$ cat src/rtl/alu_pkg.sv
// Opcode and FSM state definitions shared by the digit-serial ALU and its slice.
// Latency: none (types and helpers only).
// Backpressure: not applicable.
package alu_pkg;

    typedef enum logic [2:0] {
        OP_PASSB = 3'b000,
        OP_ADD   = 3'b010,
        OP_SUB   = 3'b011,
        OP_AND   = 3'b100,
        OP_OR    = 3'b101,
        OP_XOR   = 3'b110
    } alu_op_t;

    typedef enum logic [1:0] {
        S_IDLE,
        S_RUN,
        S_DONE
    } state_t;

    // Only add/sub produce carry and overflow; everything else reports 0.
    function automatic logic op_is_arith(input logic [2:0] op);
        return (op == OP_ADD) || (op == OP_SUB);
    endfunction

endpackage

$ cat src/rtl/alu_digit.sv
// Combinational DIGIT-bit ALU slice; the serial ALU reuses it once per digit.
// Latency: 0 cycles (pure combinational).
// Backpressure: none, the caller sequences it.
module alu_digit
    import alu_pkg::*;
#(
    parameter int DIGIT = 8
) (
    input  logic [DIGIT-1:0] a,
    input  logic [DIGIT-1:0] b,
    input  logic             carryin,
    input  logic [2:0]       control,
    output logic [DIGIT-1:0] out,
    output logic             carryout
);

    logic [DIGIT:0] sum;

    // Slice function: sub is A + ~B + carryin, carry chained by the caller.
    always_comb begin
        sum      = '0;
        out      = '0;
        carryout = 1'b0;
        case (control)
            OP_PASSB: out = b;
            OP_ADD: begin
                sum      = {1'b0, a} + {1'b0, b} + {{DIGIT{1'b0}}, carryin};
                out      = sum[DIGIT-1:0];
                carryout = sum[DIGIT];
            end
            OP_SUB: begin
                sum      = {1'b0, a} + {1'b0, ~b} + {{DIGIT{1'b0}}, carryin};
                out      = sum[DIGIT-1:0];
                carryout = sum[DIGIT];
            end
            OP_AND:  out = a & b;
            OP_OR:   out = a | b;
            OP_XOR:  out = a ^ b;
            default: out = '0;
        endcase
    end

endmodule

$ cat src/rtl/serial_alu.sv
// Digit-serial WIDTH-bit ALU: one DIGIT-bit slice iterated WIDTH/DIGIT times, with flags.
// Latency: WIDTH/DIGIT cycles from accept to out_valid.
// Backpressure: result and flags hold in DONE until out_ready; no new accept until back in IDLE.
module serial_alu
    import alu_pkg::*;
#(
    parameter int WIDTH = 64,
    parameter int DIGIT = 8
) (
    input  logic             clk,
    input  logic             reset,
    input  logic             in_valid,
    output logic             in_ready,
    input  logic [WIDTH-1:0] a_in,
    input  logic [WIDTH-1:0] b_in,
    input  logic [2:0]       control,
    output logic             out_valid,
    input  logic             out_ready,
    output logic [WIDTH-1:0] result,
    output logic             negative,
    output logic             zero,
    output logic             overflow,
    output logic             carryout
);

    localparam int NSTEP = WIDTH / DIGIT;
    localparam int CW    = (NSTEP > 1) ? $clog2(NSTEP) : 1;
    localparam logic [CW-1:0] LAST = CW'(NSTEP - 1);

    if ((WIDTH % DIGIT) != 0) begin : g_bad_digit
        $error("serial_alu: WIDTH must be a multiple of DIGIT");
    end

    state_t           state, state_nxt;
    logic [WIDTH-1:0] a_sh, b_sh;
    logic [2:0]       op_q;
    logic             carry_q;
    logic [CW-1:0]    step_q;
    logic [DIGIT-1:0] dig_out;
    logic             dig_cout;
    logic [WIDTH-1:0] res_nxt;
    logic             accept;
    logic             last_step;
    logic             a_msb, bmod_msb;

    alu_digit #(.DIGIT(DIGIT)) u_digit (
        .a        (a_sh[DIGIT-1:0]),
        .b        (b_sh[DIGIT-1:0]),
        .carryin  (carry_q),
        .control  (op_q),
        .out      (dig_out),
        .carryout (dig_cout)
    );

    // Slice output enters from the MSB end so the first digit lands at the bottom after NSTEP shifts.
    if (NSTEP == 1) begin : g_one_step
        assign res_nxt = dig_out;
    end else begin : g_multi_step
        assign res_nxt = {dig_out, result[WIDTH-1:DIGIT]};
    end

    assign accept    = in_valid & in_ready;
    assign last_step = (state == S_RUN) && (step_q == LAST);
    // On the last step the low digit of the shifters holds the operand MSBs.
    assign a_msb     = a_sh[DIGIT-1];
    assign bmod_msb  = b_sh[DIGIT-1] ^ (op_q == OP_SUB);

    // State register.
    always_ff @(posedge clk or posedge reset) begin
        if (reset) state <= S_IDLE;
        else       state <= state_nxt;
    end

    // Next-state: accept in IDLE, count digits in RUN, wait for consumer in DONE.
    always_comb begin
        state_nxt = state;
        case (state)
            S_IDLE:  if (in_valid)             state_nxt = S_RUN;
            S_RUN:   if (step_q == LAST)       state_nxt = S_DONE;
            S_DONE:  if (out_ready)            state_nxt = S_IDLE;
            default:                           state_nxt = S_IDLE;
        endcase
    end

    // Handshake outputs decoded from state only.
    always_comb begin
        in_ready  = (state == S_IDLE);
        out_valid = (state == S_DONE);
    end

    // Datapath: capture on accept, shift one digit per RUN cycle, register flags on the last digit.
    always_ff @(posedge clk or posedge reset) begin
        if (reset) begin
            a_sh     <= '0;
            b_sh     <= '0;
            op_q     <= '0;
            carry_q  <= 1'b0;
            step_q   <= '0;
            result   <= '0;
            negative <= 1'b0;
            zero     <= 1'b0;
            overflow <= 1'b0;
            carryout <= 1'b0;
        end else if (accept) begin
            a_sh    <= a_in;
            b_sh    <= b_in;
            op_q    <= control;
            carry_q <= control[0];
            step_q  <= '0;
        end else if (state == S_RUN) begin
            a_sh    <= a_sh >> DIGIT;
            b_sh    <= b_sh >> DIGIT;
            result  <= res_nxt;
            carry_q <= dig_cout;
            if (!last_step) begin
                step_q <= step_q + CW'(1);
            end else begin
                negative <= res_nxt[WIDTH-1];
                zero     <= (res_nxt == '0);
                overflow <= op_is_arith(op_q) & (a_msb == bmod_msb) & (dig_out[DIGIT-1] != a_msb);
                carryout <= op_is_arith(op_q) & dig_cout;
            end
        end
    end

endmodule

$ cat config.mk
export PLATFORM = sky130hd
export DESIGN_NAME = serial_alu
export DESIGN_NICKNAME = d
export VERILOG_FILES = /design/src/rtl/alu_pkg.sv /design/src/rtl/alu_digit.sv /design/src/rtl/serial_alu.sv
export SDC_FILE = /design/constraint.sdc
export NUM_CORES = 1
export LEC_CHECK = 0
export CORE_MARGIN = 2
export CORE_UTILIZATION = 50
export CTS_CLUSTER_DIAMETER = 200
export DETAILED_ROUTE_END_ITERATION = 8
export PLACE_DENSITY = 0.88
export SKIP_LAST_GASP = 1
export SLEW_MARGIN = 20
export SYNTH_ARGS = -nofsm -noshare
export SYNTH_HDL_FRONTEND = slang
export SYNTH_SLANG_ARGS = --single-unit
$ cat constraint.sdc
create_clock -name clk -period 7.7 [get_ports clk]
set_clock_uncertainty 0.05 [all_clocks]
set_input_delay 0.77 -clock clk [delete_from_list [all_inputs] [get_ports clk]]
set_output_delay 0.77 -clock clk [all_outputs]
set_load 0.005 [all_outputs]
==> results.sh, run 1 <==
export IMPL_status="complete, no violations"
export IMPL_vias=8674
export IMPL_async_reset_ff_share_pct=100.0
export IMPL_power_density_mw_per_mm2=435.9
export IMPL_hold_viol=0
export IMPL_place_hpwl_mm=18.25
export IMPL_rsz0062_at_grt="false"
export IMPL_core_mm2=0.01946
export IMPL_postCtsSetupBuffers=0
export IMPL_ios=205
export IMPL_path_delay_family="compound AO/OA/AOI/OAI gates"
export IMPL_postCtsResizedCells=0
export IMPL_yosys_register_bits=205
export IMPL_path_buf_inv=2
export IMPL_arrival_ns=3.30
export IMPL_place_congestion=0.8989
export IMPL_reg2reg_to="carryout"
export IMPL_swShare_pct=41.51
export IMPL_startpoint="a_sh[0]"
export IMPL_final_setup_viol_count=0
export IMPL_grt_pass1_vias=8419
export IMPL_wl_per_cell_um=17.59
export IMPL_clock_sinks=205
export IMPL_fillers=1478
export IMPL_grt_overflow_total=0
export IMPL_ys_seq_area_share_pct=51.64
export IMPL_cp_data_required_time_ns=8.01
export IMPL_cp_slowest_cell="a2bb2oi_1"
export IMPL_reg2reg_from="a_sh[0]"
export IMPL_clock_latency_ns=0.52
export IMPL_clock_path_buffers=3
export IMPL_grt_max_degree=192
export IMPL_drive_gt1_share_pct=5.437
export IMPL_final_cells=1534
export IMPL_multi_input_area_mm2=0.004402
export IMPL_ys_warn_count=0
export IMPL_worst_setup_path_end_kind="flip-flop"
export IMPL_tns_ns=0
export IMPL_placed_area_mm2=0.01208
export IMPL_fin_crit_sh_pct=38.83
export IMPL_crit_type="reg2reg"
export IMPL_internal_power_mw=3.259
export IMPL_syn2layout_area_growth_pct=28.68
export IMPL_cts_tree="built"
export IMPL_relSlewSlack_pct=31.59
export IMPL_final_antenna_net_count=0
export IMPL_clock_root_buffer="clkbuf_16"
export IMPL_drv_slew=0
export IMPL_ys_types=73
export IMPL_grt_pass1_wl_mm=44.27
export IMPL_cts_hold_buffers=0
export IMPL_initial_core_util_pct=51.04
export IMPL_final_area_mm2=0.01278
export IMPL_rows=51
export IMPL_comb_power_share_pct=46.2
export IMPL_worst_path_stages=10
export IMPL_synth_cells=1096
export IMPL_cp_endpoint="carryout"
export IMPL_seqPwrFrac_pct=35.3
export IMPL_initialDrtViolationCount=682
export IMPL_switchingPower_mw=2.313
export IMPL_hp_class="reg2reg"
export IMPL_grt_use_total_pct=25.61
export IMPL_max_freq_mhz=334.4
export IMPL_regArea_mm2=0.005130
export IMPL_ys_flop_type="dfrtp_1"
export IMPL_power_frac_clock_pct=18.5
export IMPL_syn_area_mm2=0.009935
export IMPL_max_cap_violations=0
export IMPL_die_h_um=145.0
export IMPL_dpl_cell_count=1496
export IMPL_post_route_drc_count=0
export IMPL_syn_area_per_cell_um2=9.064
export IMPL_p_leak_nw=5.968
export IMPL_nets=1420
export IMPL_htreeDepth=1
export IMPL_start_kind="flip-flop"
export IMPL_port_buffers=204
export IMPL_vias_per_cell=5.654
export IMPL_antenna_found_initial=2
export IMPL_r2r_cells=10
export IMPL_numCtsBuffers=22
export IMPL_max_stage_delay_ns=0.44
export IMPL_wl_mm=26.98
export IMPL_drt_first_pass_iters=5
export IMPL_ir_worst_vdd_v=0.0002740
export IMPL_setup_reg_to_reg_worst_slack_ns=4.71
export IMPL_antenna_diode_count=0
export IMPL_die_w_um=145.0
export IMPL_die_area_mm2=0.02101
export IMPL_clk_pin_slew_ns=0.06
export IMPL_path_max_fanout=4
export IMPL_synth_edf_count=0
export IMPL_min_period_ns=2.990
export IMPL_cp_cell_sequence="inv_1 -> fa_1 -> inv_1 -> fa_1 -> a211oi_2 -> o21bai_1 -> a21o_1 -> a211oi_1 -> a2bb2oi_1 -> o21ai_0"
export IMPL_syn_nets=1261
export IMPL_max_slew_worst_pin_slew_ns=1.026
metrics by stage:
step	total power, mW	utilization [%]	worst slack (ns)	hold slack, ns
final	5.573	65.68	4.710	0.4236
after global routing	5.983	65.68	4.491	0.4465
after CTS	5.573	65.68	4.733	0.4260
after detailed placement	4.518	62.05	4.556	0.4113
after global placement	4.420	62.05	4.599	0.4066
after floorplan	3.634	-	1.284	0.3963
routing by layer:
layer	global-route usage, %	part of all wire (%)	vias to the layer above
li1	-	-	4078
met1	33.47	41	4169
met2	41.93	48	365
met3	6.604	8.2	58
met4	8.218	2.9	4
met5	0	0.096	-
cells by family (layout without fill, tap and decap cells):
logic type	Yosys count	after routing	share of synthesized area [%]
adders and majority gates	30	30	4.081
and+or+nand+nor	528	528	22.08
muxes	13	13	1.486
xor gates and xnor gates	2	2	0.1764
AOI/OAI and AO/OA	215	215	16.28
DFF	205	205	51.64
buffers and inverters	103	276	4.257
layout by cell type (no fill, tap or decap), types with 6 or more instances in the layout:
cell             Yosys  layout
nor4_1              12      12
o21ai_0             35      35
dfrtp_1            205     205
a22oi_1             98      98
a221o_1             19      19
o22ai_1              6       6
inv_1               26      25
clkbuf_16            0      22
nor2_1              34      33
nand2_1            417     417
o31ai_1              7       7
clkdlybuf4s50_1      0     204
ha_1                26      26
mux2i_1              8       8
nor3_1              23      23
nor2b_1              9       8
power by group through the flow:
stage,clock network [mW],registers [mW],logic (mW)
after global placement,0,1.95,2.47
after CTS,1.04,1.96,2.56
after floorplan,0,1.83,1.80
after global routing,1.09,2.03,2.86
final,1.03,1.97,2.57
after detailed placement,0,1.98,2.54
state kept, by name (all words and copies together) (netlist names):
| register | count |
|---|---|
| carryout | 1 |
| a_sh | 64 |
| op_q | 3 |
| negative | 1 |
| b_sh | 64 |
| step_q | 3 |
| result | 64 |
| overflow | 1 |
| zero | 1 |
| carry_q | 1 |
| state | 2 |
worst register-to-register path, delay by kind of cell, from the launching register on:
kind	cells	cell delay [ns]
AOI/OAI and AO/OA	6	1.50
adders and majority gates	2	0.66
DFF	1	0.38
buffers and inverters	2	0.26
area by class of cell:
class                           count  share of cell area (%)
Clock buffer                       30                   4.855
Clock inverter                      8                  0.6753
Inverter                           28                  0.8907
Multi-Input combinational cell    788                   34.43
Sequential cell                   205                   40.13
Tap cell                          265                   2.594
Timing Repair Buffer              210                   16.42
worst min-delay path by stage:
stage,startpoint,to,slack [ns],depth (start not counted)
after floorplan,a_sh[16],a_sh[16],0.40,2
after global placement,result[3],result[3],0.41,2
after detailed placement,result[3],result[3],0.41,2
after CTS,result[3],result[3],0.43,2
after global routing,a_sh[12],a_sh[12],0.45,2
final,result[7],result[7],0.42,2
cell usage after synthesis (all sizes together), types with 3 or more instances:
library cell / n / area, um^2
o22ai: 6 / 37.54
o21ai: 37 / 185.2
fa: 4 / 80.08
nor4: 17 / 137.6
inv: 27 / 101.3
nand2: 418 / 1572
o31ai: 8 / 65.06
nor2: 34 / 127.6
a22oi: 98 / 735.7
or3: 3 / 18.77
buf: 23 / 121.4
nand4: 4 / 25.02
a211oi: 6 / 55.05
nand3b: 3 / 26.27
a221o: 19 / 190.2
or2: 3 / 18.78
dfrtp: 205 / 5130
ha: 26 / 325.3
mux2i: 8 / 80.08
nor3: 23 / 115.1
nor2b: 9 / 56.30
o211ai: 4 / 30.03
a21oi: 5 / 25.02
clkbuf: 52 / 195.2
o221ai: 3 / 26.28
nand2b: 5 / 31.28
mux2: 4 / 45.04
Power figures use the tool's default switching activity.
==> run 2, diff against run 1 <==
==> constraint.sdc (replaced) <==
create_clock -name clk -period 2.8 [get_ports clk]
set_clock_uncertainty 0.05 [all_clocks]
set_input_delay 0.28 -clock clk [delete_from_list [all_inputs] [get_ports clk]]
set_output_delay 0.28 -clock clk [all_outputs]
set_load 0.005 [all_outputs]
==> run 2 against run 1 <==
Effect of this change: power grew to 2.8 times the previous value; critical path depth is the same; largest cell class unchanged; clock-buffer cell count did not move; critical path type unchanged; core utilization rose by 1.8 points; first-iteration DRC count increased by 16%; design area grew 2.7%.
==> results.sh, run 2 (same netlist as run 1, synthesis figures left out) <==
export IMPL_cts_tree="built"
export IMPL_drive_gt1_share_pct=7.960
export IMPL_grt_busiest_layer="met2"
export IMPL_grt_overflow_total=0
export IMPL_grt_max_degree=104
export IMPL_layout_common_cells="nand2_1 (417), dfrtp_1 (205), clkdlybuf4s50_1 (204), a22oi_1 (98), o21ai_0 (35)"
export IMPL_grt_use_total_pct=26.49
export IMPL_initialDrtViolationCount=792
export IMPL_fillers=1485
export IMPL_max_cap_violations=0
export IMPL_place_congestion=0.8912
export IMPL_die_w_um=145.0
export IMPL_syn2layout_area_growth_pct=32.17
export IMPL_reg2reg_from="b_sh[0]"
export IMPL_rows=51
export IMPL_grt_pass1_vias=8797
export IMPL_drt_first_pass_iters=6
export IMPL_nets=1443
export IMPL_gr_usage_met1_pct=34.36
export IMPL_path_max_fanout=3
export IMPL_antenna_found_initial=0
export IMPL_cp_slowest_cell="fa_1"
export IMPL_port_buffers=204
export IMPL_place_hpwl_mm=19.73
export IMPL_postLayoutCoreUtil_pct=67.46
export IMPL_drv_slew=0
export IMPL_cp_data_required_time_ns=3.12
export IMPL_ios=205
export IMPL_path_delay_family="compound AO/OA/AOI/OAI gates"
export IMPL_post_route_drc_count=0
export IMPL_numCtsBuffers=22
export IMPL_multi_input_area_mm2=0.004449
export IMPL_p_leak_nw=6.123
export IMPL_htreeDepth=1
export IMPL_max_stage_delay_ns=0.42
export IMPL_clock_sinks=205
export IMPL_relSlewSlack_pct=42.73
export IMPL_hold_slack_ns=0.2604
export IMPL_core_mm2=0.01946
export IMPL_wl_mm=27.85
export IMPL_clk_pin_slew_ns=0.06
export IMPL_max_slew_worst_pin_slew_ns=0.8572
export IMPL_vias=8770
export IMPL_placed_area_mm2=0.01234
export IMPL_status="complete, no violations"
export IMPL_start_kind="flip-flop"
export IMPL_min_period_ns=2.671
export IMPL_arrival_ns=2.99
export IMPL_top_regs="a_sh (64), b_sh (64), result (64)"
export IMPL_vias_per_cell=5.625
export IMPL_cp_cell_sequence="inv_1 -> fa_2 -> inv_2 -> fa_1 -> a211oi_4 -> o21bai_1 -> a21o_1 -> a211oi_1 -> a2bb2oi_2 -> o21ai_0"
export IMPL_final_setup_viol_count=0
export IMPL_cts_hold_buffers=0
export IMPL_max_freq_mhz=374.5
export IMPL_die_h_um=145.0
export IMPL_setup_reg_to_reg_worst_slack_ns=0.13
export IMPL_worst_setup_path_end_kind="flip-flop"
export IMPL_wl_per_cell_um=17.87
export IMPL_hold_viol=0
export IMPL_grtUsageMet2_pct=44.45
export IMPL_clock_path_buffers=3
export IMPL_grt_pass1_wl_mm=45.66
export IMPL_ir_worst_vdd_v=0.0005967
export IMPL_clock_root_buffer="clkbuf_16"
export IMPL_final_antenna_net_count=0
export IMPL_r2r_cells=10
export IMPL_initial_core_util_pct=51.04
export IMPL_layout_commonest_cell="nand2_1"
export IMPL_hp_class="in2async"
export IMPL_die_area_mm2=0.02101
export IMPL_path_buf_inv=2
export IMPL_power_density_mw_per_mm2=1206
export IMPL_regArea_mm2=0.005130
export IMPL_antenna_diode_count=0
export IMPL_final_area_mm2=0.01313
export IMPL_clock_latency_ns=0.50
export IMPL_grtUsageMet3_pct=6.478
export IMPL_fin_crit_sh_pct=95.38
export IMPL_reg2reg_to="carry_q"
export IMPL_crit_type="reg2reg"
-- run 2: cell count changes in the layout (fill, tap and decap cells not counted), moves of 2 or more --
cell | previous run | this run
clkinv_4 | 2 | 0
inv_2 | 1 | 3
inv_1 | 25 | 23
clkinv_2 | 4 | 6
fa_1 | 4 | 1
buf_12 | 1 | 9
clkinvlp_4 | 1 | 3
buf_4 | 5 | 20
fa_2 | 0 | 3
-- run 2: power breakdown --
part | total, mW | leakage (nW) | internal, mW | switching (mW)
registers | 5.40 | 2.61 | 4.25 | 1.15
clock network | 2.91 | 0.360 | 1.74 | 1.17
logic | 7.53 | 3.15 | 3.34 | 4.19
total | 15.8 | 6.12 | 9.33 | 6.51
-- run 2: final cells by class --
| cell class | instances | area share, % |
|---|---|---|
| clock buffers | 30 | 4.727 |
| clock inverters | 10 | 0.8862 |
| inverters | 28 | 0.8386 |
| multi-input cells | 788 | 33.89 |
| flip-flops and latches | 205 | 39.07 |
| well taps | 265 | 2.525 |
| repair buffers | 233 | 18.07 |
-- run 2: routing by layer --
metal / wire length, um / share of wire, %
met1: 11130 / 40
met2: 13650 / 49
met3: 2348 / 8.4
met4: 727 / 2.6
met5: 0 / 0
-- run 2: metrics by stage --
step           total power, mW  worst slack (ns)   TNS (ns)  cells
5_1_grt                  17.03         -0.005642  -0.005642   1559
6_report                 15.84            0.1294          0   1559
3_5_place_dp             12.74           -0.1138    -0.1138   1518
4_1_cts                  15.75         0.0003435          0   1558
2_1_floorplan            9.994           -0.1883     -38.60   1096
3_3_place_gp             12.52          -0.06132   -0.06132   1518
-- run 2: repair_timing --
item	CTS	global route
resized for setup	4	8
setup endpoints to repair	1	4
setup buffers	0	1
pin swaps	0	5
-- run 2: worst max path at each step --
stage	startpoint	end	slack [ns]	depth (start not counted)
2_1_floorplan	reset	a_sh[0]	-0.19	1
3_3_place_gp	a_sh[0]	zero	-0.06	9
3_5_place_dp	a_sh[0]	zero	-0.11	9
4_1_cts	a_sh[0]	zero	0.0003	9
5_1_grt	b_sh[0]	zero	-0.006	9
6_report	b_sh[0]	carry_q	0.13	10
==> run 3, diff against run 2 <==
--- a/config.mk
+++ b/config.mk
@@ -9,7 +9,7 @@
 export CORE_UTILIZATION = 50
 export CTS_CLUSTER_DIAMETER = 200
 export DETAILED_ROUTE_END_ITERATION = 8
-export PLACE_DENSITY = 0.88
+export DONT_BUFFER_PORTS = 1
 export SKIP_LAST_GASP = 1
 export SLEW_MARGIN = 20
 export SYNTH_ARGS = -nofsm -noshare
==> run 3 against run 2 <==
Effect of this change: first-iteration DRC count is 22% lower; routed wire length is 2.4% lower; combinational power is 12% lower; clock-buffer cell count is 5 higher; via count is 4.8% lower; clock power is 3% higher; flip-flop and latch count stayed put.
==> results.sh, run 3 (same netlist as run 1, synthesis figures left out) <==
export IMPL_status="complete, no violations"
export IMPL_rows=51
export IMPL_reg2reg_from="b_sh[0]"
export IMPL_cp_slowest_cell="fa_2"
export IMPL_seqPwrFrac_pct=36.3
export IMPL_fin_crit_sh_pct=95.37
export IMPL_worst_setup_path_end_kind="flip-flop"
export IMPL_vias=8352
export IMPL_final_area_mm2=0.01240
export IMPL_cp_cell_sequence="inv_2 -> fa_2 -> inv_2 -> fa_2 -> nand3b_1 -> a21oi_1 -> a2111o_1 -> nor4_4 -> o2111ai_2 -> o31ai_2"
export IMPL_grtUsageMet3_pct=4.811
export IMPL_numCtsBuffers=24
export IMPL_arrival_ns=3.04
export IMPL_cts_tree="built"
export IMPL_drive_gt1_share_pct=8.394
export IMPL_setup_ws_ns=0.1295
export IMPL_layout_commonest_cell="nand2_1"
export IMPL_power_density_mw_per_mm2=1216
export IMPL_setup_reg_to_reg_worst_slack_ns=0.13
export IMPL_initial_core_util_pct=51.04
export IMPL_drv_slew=0
export IMPL_antenna_found_initial=2
export IMPL_nets=1374
export IMPL_place_hpwl_mm=17.64
export IMPL_path_delay_family="compound AO/OA/AOI/OAI gates"
export IMPL_rsz0062_at_grt="false"
export IMPL_min_period_ns=2.670
export IMPL_core_mm2=0.01946
export IMPL_clock_latency_ns=0.52
export IMPL_max_cap_violations=0
export IMPL_ir_worst_vdd_v=0.0007452
export IMPL_reg2reg_to="zero"
export IMPL_wl_per_cell_um=18.20
export IMPL_grt_pass1_vias=8375
export IMPL_comb_power_share_pct=43.9
export IMPL_die_h_um=145.0
export IMPL_hp_class="in2reg"
export IMPL_final_setup_viol_count=0
export IMPL_post_place_ws_ns=-0.05006
export IMPL_clock_root_buffer="clkbuf_16"
export IMPL_min_path_cells=3
export IMPL_clock_path_buffers=3
export IMPL_layout_common_cells="nand2_1 (417), dfrtp_1 (205), dlygate4sd3_1 (133), a22oi_1 (98), o21ai_0 (35)"
export IMPL_start_kind="flip-flop"
export IMPL_hold_viol=0
export IMPL_die_area_mm2=0.02101
export IMPL_hold_end="op_q[1]"
export IMPL_grtUsageMet2_pct=42.12
export IMPL_vias_per_cell=5.590
export IMPL_p_leak_nw=5.893
export IMPL_switchingPower_mw=6.403
export IMPL_clock_sinks=205
export IMPL_power_frac_clock_pct=19.8
export IMPL_grt_overflow_total=0
export IMPL_placed_area_mm2=0.01024
export IMPL_crit_type="reg2reg"
export IMPL_place_congestion=0.8891
export IMPL_port_buffers=0
export IMPL_ios=205
export IMPL_initialDrtViolationCount=615
export IMPL_grt_pass1_wl_mm=44.86
export IMPL_post_route_drc_count=0
export IMPL_internal_power_mw=8.678
export IMPL_regArea_mm2=0.005130
export IMPL_max_freq_mhz=374.5
export IMPL_syn2layout_area_growth_pct=24.79
export IMPL_hold_slack_ns=0.2323
export IMPL_grt_max_degree=102
export IMPL_max_slew_worst_pin_slew_ns=0.9477
export IMPL_path_max_fanout=3
export IMPL_grt_busiest_layer="met2"
export IMPL_max_stage_delay_ns=0.41
export IMPL_swShare_pct=42.46
export IMPL_final_antenna_net_count=0
export IMPL_drt_first_pass_iters=5
export IMPL_cp_data_required_time_ns=3.17
export IMPL_fillers=1611
export IMPL_relSlewSlack_pct=36.82
export IMPL_finalPower_mw=15.08
export IMPL_clk_pin_slew_ns=0.06
export IMPL_top_regs="a_sh (64), b_sh (64), result (64)"
export IMPL_die_w_um=145.0
export IMPL_wl_mm=27.19
export IMPL_r2r_cells=10
export IMPL_path_buf_inv=2
export IMPL_multi_input_area_mm2=0.004446
export IMPL_htreeDepth=1
export IMPL_min_from="in_valid"
export IMPL_gr_usage_met1_pct=35.49
export IMPL_grt_use_total_pct=25.70
[run 3: cell types whose count changed in the layout (fill, tap and decap cells not counted), moves of 2 or more]
cell,previous run,this run
clkinv_4,0,2
clkdlybuf4s50_1,204,0
buf_4,20,24
dlygate4sd3_1,0,133
buf_12,9,5
clkbuf_1,4,8
diode_2,0,2
clkbuf_16,22,24
[run 3: metal layers]
layer	routed length (um)	up-vias
li1	-	4004
met1	11840	4038
met2	13070	268
met3	1645	42
met4	629	0
met5	0	-
[run 3: worst max-delay path by stage]
stage,startpoint,endpoint,cells after the start
global route,b_sh[0],zero,10
floorplan,reset,a_sh[0],1
global placement,a_sh[0],zero,9
CTS,b_sh[0],zero,10
detailed placement,a_sh[0],zero,9
finish,b_sh[0],zero,10
[run 3: layout make-up]
type,count,area share (%)
repair buffers,162,13.00
well taps,265,2.675
multi-input cells,788,35.86
diodes,2,0.04037
flip-flops and latches,205,41.38
clock buffers,35,5.420
clock inverters,9,0.7368
inverters,28,0.8882
[run 3: power by group through the flow]
stage,clock network (mW),logic (mW),registers [mW]
finish,2.99,6.63,5.47
CTS,3.06,6.51,5.46
global route,3.19,7.46,5.64
floorplan,0,4.96,5.03
detailed placement,0,6.30,5.50
global placement,0,6.23,5.47
[run 3: worst reg2reg max path, delay by kind of cell, from the launching register on]
family	cells	cell delay, ns
fa+ha+maj	2	0.78
flops	1	0.40
buf+inv	2	0.15
simple gates	2	0.32
compound gates	4	0.88
[run 3: timing repair]
item | in CTS | in global routing
buffers inserted | 1 | 1
resized for setup | 3 | 9
pin swaps | 0 | 6
hold buffers | 133 | 0
hold endpoints to repair | 158 | 0
endpoints found under the setup margin | 1 | 4
[run 3: metrics by stage]
step	setup TNS, ns	util [%]	std cells
after floorplan	-38.60	-	1096
after global placement	0	52.63	1313
after detailed placement	-0.05006	52.63	1313
after CTS	0	63.49	1491
after global routing	0	63.70	1494
final	0	63.70	1494
